--- src/rtl/vm_change_dispenser_if.sv ---
// Coin payout handshake between the vending controller/hopper side and the change dispenser.
interface vm_change_dispenser_if #(
    parameter int unsigned CNT_W = 8
);
    logic             start;
    logic [7:0]       dollars;
    logic [7:0]       cents;
    logic             refill;
    logic             coin_ack;
    logic             coin_valid;
    logic [1:0]       coin_type;
    logic             busy;
    logic             done;
    logic [CNT_W-1:0] coins_paid;
    logic [14:0]      shortfall;

    modport master (
        output start, dollars, cents, refill, coin_ack,
        input  coin_valid, coin_type, busy, done, coins_paid, shortfall
    );

    modport slave (
        input  start, dollars, cents, refill, coin_ack,
        output coin_valid, coin_type, busy, done, coins_paid, shortfall
    );
endinterface

--- src/rtl/vm_change_dispenser.sv ---
// Greedy coin payout engine (dollar, quarter, dime, nickel) over a valid/ack handshake.
// Define VM_CHANGE_INVENTORY_EN to track a finite per-denomination coin stock.
module vm_change_dispenser #(
    parameter int unsigned INIT_COUNT = 8,
    parameter int unsigned CNT_W      = 8
) (
    input logic                  clk,
    input logic                  rst,
    vm_change_dispenser_if.slave bus
);
    localparam logic [1:0] IDLE   = 2'd0;
    localparam logic [1:0] SELECT = 2'd1;
    localparam logic [1:0] PAY    = 2'd2;
    localparam logic [1:0] DONE   = 2'd3;

    logic [1:0]       state_q, state_d;
    logic [14:0]      remaining_q, remaining_d;
    logic             coin_valid_q, coin_valid_d;
    logic [1:0]       coin_type_q, coin_type_d;
    logic [CNT_W-1:0] coins_paid_q, coins_paid_d;
    logic [14:0]      shortfall_q, shortfall_d;
    logic [14:0]      balance;
    logic             sel_found;
    logic [1:0]       sel_type;

`ifdef VM_CHANGE_INVENTORY_EN
    logic [CNT_W-1:0] stock_q [4];
    logic [CNT_W-1:0] stock_d [4];
`else
    logic unused_cfg;
    assign unused_cfg = bus.refill ^ (INIT_COUNT != 0);
`endif

    function automatic logic [14:0] coin_value(input logic [1:0] t);
        case (t)
            2'd0:    coin_value = 15'd100;
            2'd1:    coin_value = 15'd25;
            2'd2:    coin_value = 15'd10;
            default: coin_value = 15'd5;
        endcase
    endfunction

    // dollars*100 peaks at 25500, so 15 bits never overflow
    assign balance = 15'(bus.dollars) * 15'd100 + 15'(bus.cents);

    // Scan smallest to largest so the largest eligible denomination wins
    always_comb begin
        sel_found = 1'b0;
        sel_type  = 2'd0;
        for (int i = 3; i >= 0; i--) begin
`ifdef VM_CHANGE_INVENTORY_EN
            if (remaining_q >= coin_value(2'(i)) && stock_q[i] != '0) begin
`else
            if (remaining_q >= coin_value(2'(i))) begin
`endif
                sel_found = 1'b1;
                sel_type  = 2'(i);
            end
        end
    end

    always_comb begin
        state_d      = state_q;
        remaining_d  = remaining_q;
        coin_valid_d = coin_valid_q;
        coin_type_d  = coin_type_q;
        coins_paid_d = coins_paid_q;
        shortfall_d  = shortfall_q;
`ifdef VM_CHANGE_INVENTORY_EN
        stock_d = stock_q;
`endif
        case (state_q)
            IDLE: begin
                if (bus.start) begin
                    remaining_d  = balance;
                    coins_paid_d = '0;
                    shortfall_d  = '0;
                    state_d      = SELECT;
                end
`ifdef VM_CHANGE_INVENTORY_EN
                if (bus.refill) begin
                    for (int i = 0; i < 4; i++) stock_d[i] = CNT_W'(INIT_COUNT);
                end
`endif
            end
            SELECT: begin
                if (sel_found) begin
                    coin_type_d  = sel_type;
                    coin_valid_d = 1'b1;
                    state_d      = PAY;
                end else begin
                    shortfall_d = remaining_q;
                    state_d     = DONE;
                end
            end
            PAY: begin
                if (bus.coin_ack) begin
                    remaining_d  = remaining_q - coin_value(coin_type_q);
                    if (coins_paid_q != {CNT_W{1'b1}}) coins_paid_d = coins_paid_q + CNT_W'(1);
`ifdef VM_CHANGE_INVENTORY_EN
                    stock_d[coin_type_q] = stock_q[coin_type_q] - CNT_W'(1);
`endif
                    coin_valid_d = 1'b0;
                    state_d      = SELECT;
                end
            end
            default: state_d = IDLE;
        endcase
    end

    always_ff @(posedge clk) begin
        if (rst) begin
            state_q      <= IDLE;
            remaining_q  <= '0;
            coin_valid_q <= 1'b0;
            coin_type_q  <= 2'd0;
            coins_paid_q <= '0;
            shortfall_q  <= '0;
`ifdef VM_CHANGE_INVENTORY_EN
            for (int i = 0; i < 4; i++) stock_q[i] <= CNT_W'(INIT_COUNT);
`endif
        end else begin
            state_q      <= state_d;
            remaining_q  <= remaining_d;
            coin_valid_q <= coin_valid_d;
            coin_type_q  <= coin_type_d;
            coins_paid_q <= coins_paid_d;
            shortfall_q  <= shortfall_d;
`ifdef VM_CHANGE_INVENTORY_EN
            for (int i = 0; i < 4; i++) stock_q[i] <= stock_d[i];
`endif
        end
    end

    assign bus.coin_valid = coin_valid_q;
    assign bus.coin_type  = coin_type_q;
    assign bus.busy       = (state_q != IDLE);
    assign bus.done       = (state_q == DONE);
    assign bus.coins_paid = coins_paid_q;
    assign bus.shortfall  = shortfall_q;
endmodule

--- src/flat_wrapper.sv ---
// flat-port wrapper written by rule: the top's interface ports become plain ports
module vm_change_dispenser_flat 
#(
    parameter int unsigned INIT_COUNT = 8,
    parameter int unsigned CNT_W      = 8
)
  (clk, rst, bus_start, bus_dollars, bus_cents, bus_refill, bus_coin_ack, bus_coin_valid, bus_coin_type, bus_busy, bus_done, bus_coins_paid, bus_shortfall);
  vm_change_dispenser_if #(.CNT_W(CNT_W)) bus_i ();
  input logic clk;
  input logic rst;
  input wire logic [$bits(bus_i.start)-1:0] bus_start;
  input wire logic [$bits(bus_i.dollars)-1:0] bus_dollars;
  input wire logic [$bits(bus_i.cents)-1:0] bus_cents;
  input wire logic [$bits(bus_i.refill)-1:0] bus_refill;
  input wire logic [$bits(bus_i.coin_ack)-1:0] bus_coin_ack;
  output wire logic [$bits(bus_i.coin_valid)-1:0] bus_coin_valid;
  output wire logic [$bits(bus_i.coin_type)-1:0] bus_coin_type;
  output wire logic [$bits(bus_i.busy)-1:0] bus_busy;
  output wire logic [$bits(bus_i.done)-1:0] bus_done;
  output wire logic [$bits(bus_i.coins_paid)-1:0] bus_coins_paid;
  output wire logic [$bits(bus_i.shortfall)-1:0] bus_shortfall;
  assign bus_i.start = bus_start;
  assign bus_i.dollars = bus_dollars;
  assign bus_i.cents = bus_cents;
  assign bus_i.refill = bus_refill;
  assign bus_i.coin_ack = bus_coin_ack;
  assign bus_coin_valid = bus_i.coin_valid;
  assign bus_coin_type = bus_i.coin_type;
  assign bus_busy = bus_i.busy;
  assign bus_done = bus_i.done;
  assign bus_coins_paid = bus_i.coins_paid;
  assign bus_shortfall = bus_i.shortfall;
  vm_change_dispenser #(.INIT_COUNT(INIT_COUNT), .CNT_W(CNT_W)) u_core (.clk(clk), .rst(rst), .bus(bus_i));
endmodule
--- config.mk ---
export PLATFORM = sky130hd
export DESIGN_NAME = vm_change_dispenser_flat
export DESIGN_NICKNAME = d
export VERILOG_FILES = /design/src/rtl/vm_change_dispenser_if.sv /design/src/rtl/vm_change_dispenser.sv /design/src/flat_wrapper.sv
export SDC_FILE = /design/constraint.sdc
export NUM_CORES = 1
export LEC_CHECK = 0
export ABC_AREA = 1
export CAP_MARGIN = 0
export CORE_MARGIN = 2
export CORE_UTILIZATION = 55
export CTS_CLUSTER_DIAMETER = 50
export CTS_CLUSTER_SIZE = 30
export DETAILED_ROUTE_END_ITERATION = 8
export PLACE_DENSITY = 0.85
export SLEW_MARGIN = 0
export SYNTH_ARGS = -nofsm -noshare
export SYNTH_HDL_FRONTEND = slang
export SYNTH_SLANG_ARGS = --single-unit
--- constraint.sdc ---
create_clock -name clk -period 5.75 [get_ports clk]
set_input_delay 0.575 -clock clk [delete_from_list [all_inputs] [get_ports clk]]
set_output_delay 0.575 -clock clk [all_outputs]
set_load 0.005 [all_outputs]
==> results of run 1 <==
[cell usage after synthesis (all sizes together), types with 2 or more instances]
master / n
nor2: 53
xnor2: 3
a31oi: 8
o21ai: 32
nor4: 2
fa: 5
dfxtp: 43
a21o: 4
a211oi: 5
or2: 4
buf: 3
ha: 46
nor3: 3
a21oi: 34
o21a: 3
xor2: 6
nand3b: 5
clkbuf: 7
nand2: 113
inv: 80
nand4: 3
nand3: 34
[cell type report]
class	count	area, um^2	share of cell area, %
clock inverter	3	23.8	0.569
clock buffer	5	68.8	1.65
inverter	81	307	7.33
sequential	43	861	20.6
tap	77	96.3	2.30
multi-input combinational	372	2350	56.3
timing repair buffer	47	470	11.3
[per-stage QoR]
step	utilization [%]	cell area [um^2]
detailed placement	64.8	4090
finish	66.2	4180
CTS	66.2	4180
floorplan	-	3580
global route	66.2	4180
global placement	64.8	4090
[placed cells by master, fill, tap and decap left out, drive strengths merged, types with 5 or more instances in the layout]
cell,count
a211oi,5
a21oi,34
a31oi,8
clkbuf,5
clkdlybuf4s50,47
dfxtp,43
fa,5
ha,46
inv,81
nand2,113
nand3,34
nand3b,5
nor2,53
o21ai,32
xor2,6
[flip-flops by register name (all words and copies together), names as in the netlist]
register,count
u_core.state_q,2
u_core.remaining_q,15
u_core.bus.coin_valid,1
u_core.bus.shortfall,15
u_core.bus.coin_type,2
u_core.bus.coins_paid,8
[tightest hold or removal path, delay by kind of cell (launching register included)]
family | cells | cell delay [ps]
simple gates | 2 | 100
flops | 1 | 320
[final timing paths]
| path | slack (ps) | to |
|---|---|---|
| setup / recovery | 1800 | u_core.remaining_q[14]$_SDFFE_PP0P_ |
| hold / removal | 450 | u_core.bus.shortfall[3]$_SDFFE_PP0P_ |
| setup reg to reg | 3370 | u_core.remaining_q[13]$_SDFFE_PP0P_ |
| hold reg to reg | 450 | u_core.bus.shortfall[3]$_SDFFE_PP0P_ |
[power by group]
group / switching, mW / internal (mW) / total, mW
sequential: 0.0280 / 0.326 / 0.354
clock: 0.124 / 0.0871 / 0.211
combinational: 0.353 / 0.217 / 0.569
[metal layers]
metal | vias to the layer above | global-route usage (%) | wire length, um
li1 | 1740 | - | -
met1 | 1580 | 28.2 | 3550
met2 | 94 | 43.2 | 4050
met3 | 17 | 3.34 | 361
met4 | 0 | 7.22 | 173
met5 | - | 0 | 0
[logic make-up (layout without fill, tap and decap cells)]
family	Yosys count	after routing	share of synthesized area, %
adder cells (fa/ha/maj)	51	51	18.9
buffers and inverters	91	136	10.1
XOR/XNOR	9	9	2.20
AND/OR/NAND/NOR	218	218	29.7
AO/OA/AOI/OAI	94	94	15.0
flip-flops	43	43	24.1
==> flow_summary.toml, run 1 <==
[drt]
drtIter0Drc = 170
dr.pass1.iters = 5
ant_nets = 0
num_vias = 3431
avgViaCountPerCell = 5.46
drc_errors = 0
drt_wl_total_um = 8130
route.detailed.wl_per_inst_um = 13.0

[grt]
grt_remaining_overflow = 0
antenna_found_initial = 0
grt_pass1_vias = 3279
grt_usage_pct = 23.5
grt_pass1_wl_um = 14100
grt_start_max_net_pins = 25

[hold_path]
min_path_type = "reg -> reg"
min_from = "u_core.bus.shortfall[3]$_SDFFE_PP0P_"
holdPathStages = 2

[floorplanning]
io-pin-count = 49
start_util_pct = 56.6
num_rows = 29
core_area_mm2 = 0.00631
die_height_um = 84.6
die_width_um = 84.6
die-area_mm2 = 0.00716

[cells_and_area]
nFillCells = 573
area_growth_pct = 16.9
nNetsFinal = 622
diodes = 0
layout-drive-gt1-share_pct = 9.62
fin_cells = 628

[setup_path]
r2r_cells = 11
criticalPathCategory = "in -> reg"
cp-start-kind = "primary input"
crit_required_ps = 6000
crit_buf_inv = 3
cp-end-kind = "flip-flop"
critical_path_depth = 18
cp-startpoint = "bus_dollars[1]"
arrival_ps = 4200
crit_family = "adder cells"
path_max_fanout = 4
slowest_stage = "fa_1"
max_stage_delay_ps = 530
path_cells = "clkdlybuf4s50_1, ha_1, ha_1, ha_1, inv_1, fa_1, inv_1, ha_1, nand2_1, o21ai_0, nor2_1, nor2_1, nand2_1, nor2_1, nand2_1, nand2_1, nand3_1, a21oi_1"
r2r_start = "u_core.bus.coin_type[0]$_SDFFE_PP0P_"

[clocking]
clock_latency_ps = 310
post_cts_resized = 0
cts_max_path_buffers = 2
cts-root-buf = "clkbuf_8"
cts_setup_buffers = 0
htree_num_levels = 2
ctsHoldBuffers = 0
cts.sinks = 43
cts_buffers = 5
clk_pin_slew_ps = 100
cts_tree = "done"

[synth]
synth_top_cell_by_area = "dfxtp_1"
synthArstFlopShare_pct = 0
synthesis.nets = 578
ys_seq_area_share_pct = 24.1
ys_types = 43
yosysTopAreaCellShare_pct = 24.1
syn_area_per_cell_um2 = 7.07
synth_area_mm2 = 0.00358
synth.top_cells.by_area = "dfxtp_1 (24%), ha_1 (16%), nand2_1 (10%), inv_1 (7.6%), a21oi_1 (4.8%)"
ys_seq_elements = 43
syn_inst = 506
ys_warn_count = 0
synth_edf_count = 0
synth-main-ff-cell = "dfxtp_1"

[power_and_ir_drop]
p_leak_nw = 2.04
peakVddDrop_v = 0.000149
power.total_mw = 1.13
p_per_area_mw_per_mm2 = 271

[place]
port_buffers = 47
post-dp-hpwl_um = 6300
pre_cts_ws_ps = 1520
gp_congestion = 0.895
dp.cells = 620

[sta]
rsz0062_at_grt = "false"
slew_violations = 0
setup_violations = 0
max_freq_ghz = 0.253
worst_slack_ps = 1800
holdWs_ps = 453
fin_tns_setup_ps = 0
finalHoldViolations = 0
final.period_utilization_pct = 68.7
min_period_ps = 3950
worstMarginPinSlew_ps = 877
fin_skew_ps = 9.27
relSlewSlack_pct = 41.4

[outcome]
status = "finished clean"

[job]
cap_violations = 0
No activity file was read; power rests on OpenSTA's default activity.
==> run 2, diff against run 1 <==
==> constraint.sdc (replaced) <==
create_clock -name clk -period 3.8 [get_ports clk]
set_input_delay 0.38 -clock clk [delete_from_list [all_inputs] [get_ports clk]]
set_output_delay 0.38 -clock clk [all_outputs]
set_load 0.005 [all_outputs]
==> run 2 against run 1 <==
  * Combinational power is 55% higher
  * Worst setup slack worse by 1500 ps
  * Clock-buffer cell count stayed put
  * Largest cell class unchanged
  * Cell area up 1.7%
  * Sequential power up 51%
  * Sequential share of layout area decreased by 0.34 points
  * Flip-flop and latch count is the same
  * Clock power up 73%
==> flow_summary.toml, run 2 (synthesized netlist as in run 1, its figures left out) <==
[drt]
ant_nets = 0
avgViaCountPerCell = 5.42
route.detailed.wl_per_inst_um = 12.6
drtIter0Drc = 257
dr.pass1.iters = 5
drc_errors = 0
num_vias = 3434
drt_wl_total_um = 7960

[cells_and_area]
diodes = 0
nNetsFinal = 628
layout_common_cells = "nand2_1 (98), inv_1 (72), clkdlybuf4s50_1 (47), ha_1 (46), dfxtp_1 (43)"
layout_commonest_cell = "nand2_1"
layout-drive-gt1-share_pct = 11.0
area_growth_pct = 18.9
final_util_pct = 67.3

[floorplanning]
core_area_mm2 = 0.00631
io-pin-count = 49
start_util_pct = 56.6
die_height_um = 84.6
num_rows = 29
die_width_um = 84.6
die-area_mm2 = 0.00716

[clocking]
cts-root-buf = "clkbuf_8"
cts_buffers = 5
htree_num_levels = 2
clock_latency_ps = 310
clk_pin_slew_ps = 80
cts.sinks = 43
cts_max_path_buffers = 2
ctsHoldBuffers = 0
cts_setup_buffers = 0
cts_tree = "done"

[sta]
finalHoldViolations = 0
slew_violations = 0
rsz0062_at_grt = "true"
relSlewSlack_pct = 53.3
worst_slack_ps = 271
holdWs_ps = 443
final.period_utilization_pct = 92.9
worstMarginPinSlew_ps = 700
max_freq_ghz = 0.283
min_period_ps = 3530
setup_violations = 0
fin_skew_ps = 12.2

[hold_path]
min_from = "u_core.bus.shortfall[3]$_SDFFE_PP0P_"
min_path_type = "reg -> reg"

[power_and_ir_drop]
p_leak_nw = 2.09
peakVddDrop_v = 0.000229
p_per_area_mw_per_mm2 = 419
power.total_mw = 1.78

[setup_path]
cp-end-kind = "flip-flop"
arrival_ps = 3760
cp-startpoint = "bus_dollars[1]"
path_max_fanout = 4
criticalPathCategory = "in -> reg"
r2r_start = "u_core.bus.coin_type[0]$_SDFFE_PP0P_"
cp-start-kind = "primary input"
crit_required_ps = 4040

[grt]
grt_start_max_net_pins = 25
grt_pass1_wl_um = 13400
grt_remaining_overflow = 0
antenna_found_initial = 0
grt_usage_pct = 22.4
grt_pass1_vias = 3162

[place]
port_buffers = 47
post-dp-hpwl_um = 6210
gp_congestion = 0.892
pre_cts_ws_ps = -62.5

[job]
cap_violations = 0

[outcome]
status = "finished clean"
==> run 2: cell count changes in the layout (fill, tap and decap cells not counted), sizes merged <==
| cell | before | now |
|---|---|---|
| buf | 0 | 6 |
| clkinvlp | 2 | 0 |
| inv | 81 | 80 |
| clkinv | 1 | 3 |
| bufinv | 0 | 1 |
==> run 2: repair_timing <==
action / 4_1_cts / 5_1_grt
hold endpoints to repair: 0 / 0
setup endpoints to repair: 0 / 2
gates resized for setup: 0 / 3
==> run 2: path summary, 6_finish.rpt <==
kind / endpoint / slack (ps) / cells after the start
worst min register to register: u_core.bus.shortfall[3]$_SDFFE_PP0P_ / 440 / 2
worst max register to register: u_core.remaining_q[13]$_SDFFE_PP0P_ / 1340 / 11
worst min-delay path: u_core.bus.shortfall[3]$_SDFFE_PP0P_ / 440 / 2
worst max-delay path: u_core.remaining_q[14]$_SDFFE_PP0P_ / 270 / 18
==> run 2: where the power goes <==
group | total, mW | internal [mW] | switching, mW
registers | 0.536 | 0.493 | 0.0428
clock network | 0.366 | 0.196 | 0.170
logic | 0.880 | 0.341 | 0.538
total | 1.78 | 1.03 | 0.752
==> run 2: cell type report <==
class	instances	area (um^2)
Multi-Input combinational cell	372	2360
Inverter	81	307
Clock buffer	5	68.8
Tap cell	77	96.3
Timing Repair Buffer	53	515
Fill cell	568	2060
Clock inverter	3	43.8
Sequential cell	43	861
==> run 2: per-stage QoR <==
| step | cells | TNS, ps | area [um^2] |
|---|---|---|---|
| CTS | 634 | 0 | 4250 |
| global route | 634 | -5.55 | 4250 |
| global placement | 626 | 0 | 4130 |
| floorplan | 506 | 0 | 3580 |
| finish | 634 | 0 | 4250 |
| detailed placement | 626 | -109 | 4130 |
==> run 2: per-layer routing <==
| layer | vias up | global-route usage (%) | routed length [um] |
|---|---|---|---|
| met5 | - | 0 | 0 |
| met4 | 0 | 8.80 | 199 |
| met3 | 25 | 3.74 | 441 |
| met2 | 121 | 39.2 | 3850 |
| met1 | 1535 | 27.3 | 3470 |
| li1 | 1753 | - | - |
==> run 2: worst max-delay path, cell delays in order <==
cell	delay, ps
clkdlybuf4s50_1	480
ha_1	320
ha_1	300
ha_1	300
inv_1	60
fa_1	530
inv_1	40
ha_1	330
nand2_1	90
nor3_1	140
nor2_1	80
nor2_1	140
nand2_1	130
nor2_2	130
nand2_1	60
nand2_1	60
nand3_1	60
a21oi_1	140
==> run 3, diff against run 2 <==
--- a/config.mk
+++ b/config.mk
@@ -12,6 +12,7 @@
 export CTS_CLUSTER_DIAMETER = 50
 export CTS_CLUSTER_SIZE = 30
 export DETAILED_ROUTE_END_ITERATION = 8
+export MAX_ROUTING_LAYER = met4
 export PLACE_DENSITY = 0.85
 export SLEW_MARGIN = 0
 export SYNTH_ARGS = -nofsm -noshare
==> run 3 against run 2 <==
  * Clock power barely moved
  * Critical path depth unchanged
  * Maximum frequency shrank 0.93%
  * First-iteration DRC count fell by 40%
==> flow_summary.toml, run 3 (synthesized netlist as in run 1, its figures left out) <==
[power_and_ir_drop]
peakVddDrop_v = 0.000294
comb_power_share_pct = 49.2
p_leak_nw = 2.09
cellInternalPower_mw = 1.03
swShare_pct = 41.8
p_clk_share_pct = 20.5
sequentialPowerShare_pct = 30.3
switching_power_mw = 0.739
p_per_area_mw_per_mm2 = 416

[grt]
grt_pass1_wl_um = 13300
grt_pass1_vias = 3141
antenna_found_initial = 0
grt_remaining_overflow = 0
grt_start_max_net_pins = 25
grt_usage_pct = 22.8

[drt]
drc_errors = 0
ant_nets = 0
dr.pass1.iters = 4
num_vias = 3362
route.detailed.wl_per_inst_um = 12.0
drtIter0Drc = 153
drt_wl_total_um = 7590
avgViaCountPerCell = 5.30

[cells_and_area]
layout_commonest_cell = "nand2_1"
multiInputGateArea_mm2 = 0.00236
nFillCells = 518
area_growth_pct = 18.9
layout_common_cells = "nand2_1 (98), inv_1 (72), clkdlybuf4s50_1 (47), ha_1 (46), dfxtp_1 (43)"
regArea_um2 = 861
layout-drive-gt1-share_pct = 11.0
diodes = 0
nNetsFinal = 628

[sta]
setup_violations = 0
holdWs_ps = 439
relSlewSlack_pct = 53.1
finalHoldViolations = 0
final.period_utilization_pct = 93.7
slew_violations = 0
max_freq_ghz = 0.281
worst_slack_ps = 238
min_period_ps = 3560
fin_skew_ps = 9.14
rsz0062_at_grt = "true"
worstMarginPinSlew_ps = 703

[clocking]
clk_pin_slew_ps = 90
cts_max_path_buffers = 2
cts-root-buf = "clkbuf_8"
cts_tree = "done"
clock_latency_ps = 300
cts_buffers = 5
htree_num_levels = 2
cts.sinks = 43

[setup_path]
crit_required_ps = 4030
cp-end-kind = "flip-flop"
criticalPathCategory = "in -> reg"
arrival_ps = 3800
cp-start-kind = "primary input"
path_max_fanout = 4

[place]
post-dp-hpwl_um = 6030
pre_cts_ws_ps = -74.5
gp_congestion = 0.894
port_buffers = 47

[floorplanning]
die-area_mm2 = 0.00716
num_rows = 29
io-pin-count = 49
core_area_mm2 = 0.00631
start_util_pct = 56.6
die_height_um = 84.6
die_width_um = 84.6

[job]
cap_violations = 0

[outcome]
status = "finished clean"

[hold_path]
min_path_type = "reg -> reg"
==> run 3: cell count changes in the layout (fill, tap and decap cells not counted) <==
cell	delta
o21ai_0	+1
o21ai_1	-1
==> run 3: worst paths after layout <==
check                                            start                                   end  slack [ps]  depth (start not counted)
setup / recovery                        bus_dollars[1]   u_core.remaining_q[14]$_SDFFE_PP0P_         240                         18
hold / removal    u_core.bus.shortfall[3]$_SDFFE_PP0P_  u_core.bus.shortfall[3]$_SDFFE_PP0P_         440                          2
hold reg to reg   u_core.bus.shortfall[3]$_SDFFE_PP0P_  u_core.bus.shortfall[3]$_SDFFE_PP0P_         440                          2
setup reg to reg  u_core.bus.coin_type[0]$_SDFFE_PP0P_    u_core.remaining_q[9]$_SDFFE_PP0P_        1410                         13
==> run 3: through the flow <==
step | TNS, ps | utilization, % | cell area (um^2) | power [mW] | std cells
6_report | 0 | 67.3 | 4250 | 1.77 | 634
4_1_cts | 0 | 67.3 | 4250 | 1.77 | 634
3_5_place_dp | -99.7 | 65.5 | 4130 | 1.40 | 626
2_1_floorplan | 0 | - | 3580 | 1.20 | 506
5_1_grt | -4.10 | 67.3 | 4250 | 1.92 | 634
3_3_place_gp | 0 | 65.5 | 4130 | 1.37 | 626
==> run 3: layout make-up <==
cell class	instances	area share, %
Multi-Input combinational cell	372	55.5
Sequential cell	43	20.2
Timing Repair Buffer	53	12.1
Inverter	81	7.21
Tap cell	77	2.27
Clock buffer	5	1.62
Clock inverter	3	1.03
==> run 3: layer usage <==
layer | global-route usage (%) | vias to the layer above | wire length [um]
met5 | - | - | 0
met3 | 2.65 | 12 | 313
met4 | 6.06 | 0 | 112
met2 | 39.0 | 79 | 3650
li1 | - | 1760 | -
met1 | 28.5 | 1511 | 3520
==> run 3: repair_timing <==
| item | 4_1_cts | 5_1_grt |
|---|---|---|
| hold buffers | 0 | 0 |
| hold endpoints to repair | 0 | 0 |
| setup buffers | 0 | 0 |
| resized for setup | 0 | 2 |
| endpoints found under the setup margin | 0 | 2 |
==> run 3: power groups by stage <==
| stage | clock network [mW] | logic [mW] | registers, mW |
|---|---|---|---|
| 4_1_cts | 0.368 | 0.864 | 0.534 |
| 6_report | 0.363 | 0.870 | 0.535 |
| 3_3_place_gp | 0 | 0.830 | 0.542 |
| 3_5_place_dp | 0 | 0.856 | 0.544 |
| 5_1_grt | 0.384 | 0.999 | 0.541 |
| 2_1_floorplan | 0 | 0.667 | 0.534 |
==> run 3: worst max-delay path, stage by stage <==
cell and delay, ps:
clkdlybuf4s50_1 470, ha_1 320, ha_1 310, ha_1 310, inv_1 60, fa_1 530, inv_1 40, ha_1 320
nand2_1 80, o21ai_0 170, nor2_1 70, nor2_1 150, nand2_1 130, nor2_2 120, nand2_1 60, nand2_1 60
nand3_1 60, a21oi_1 140
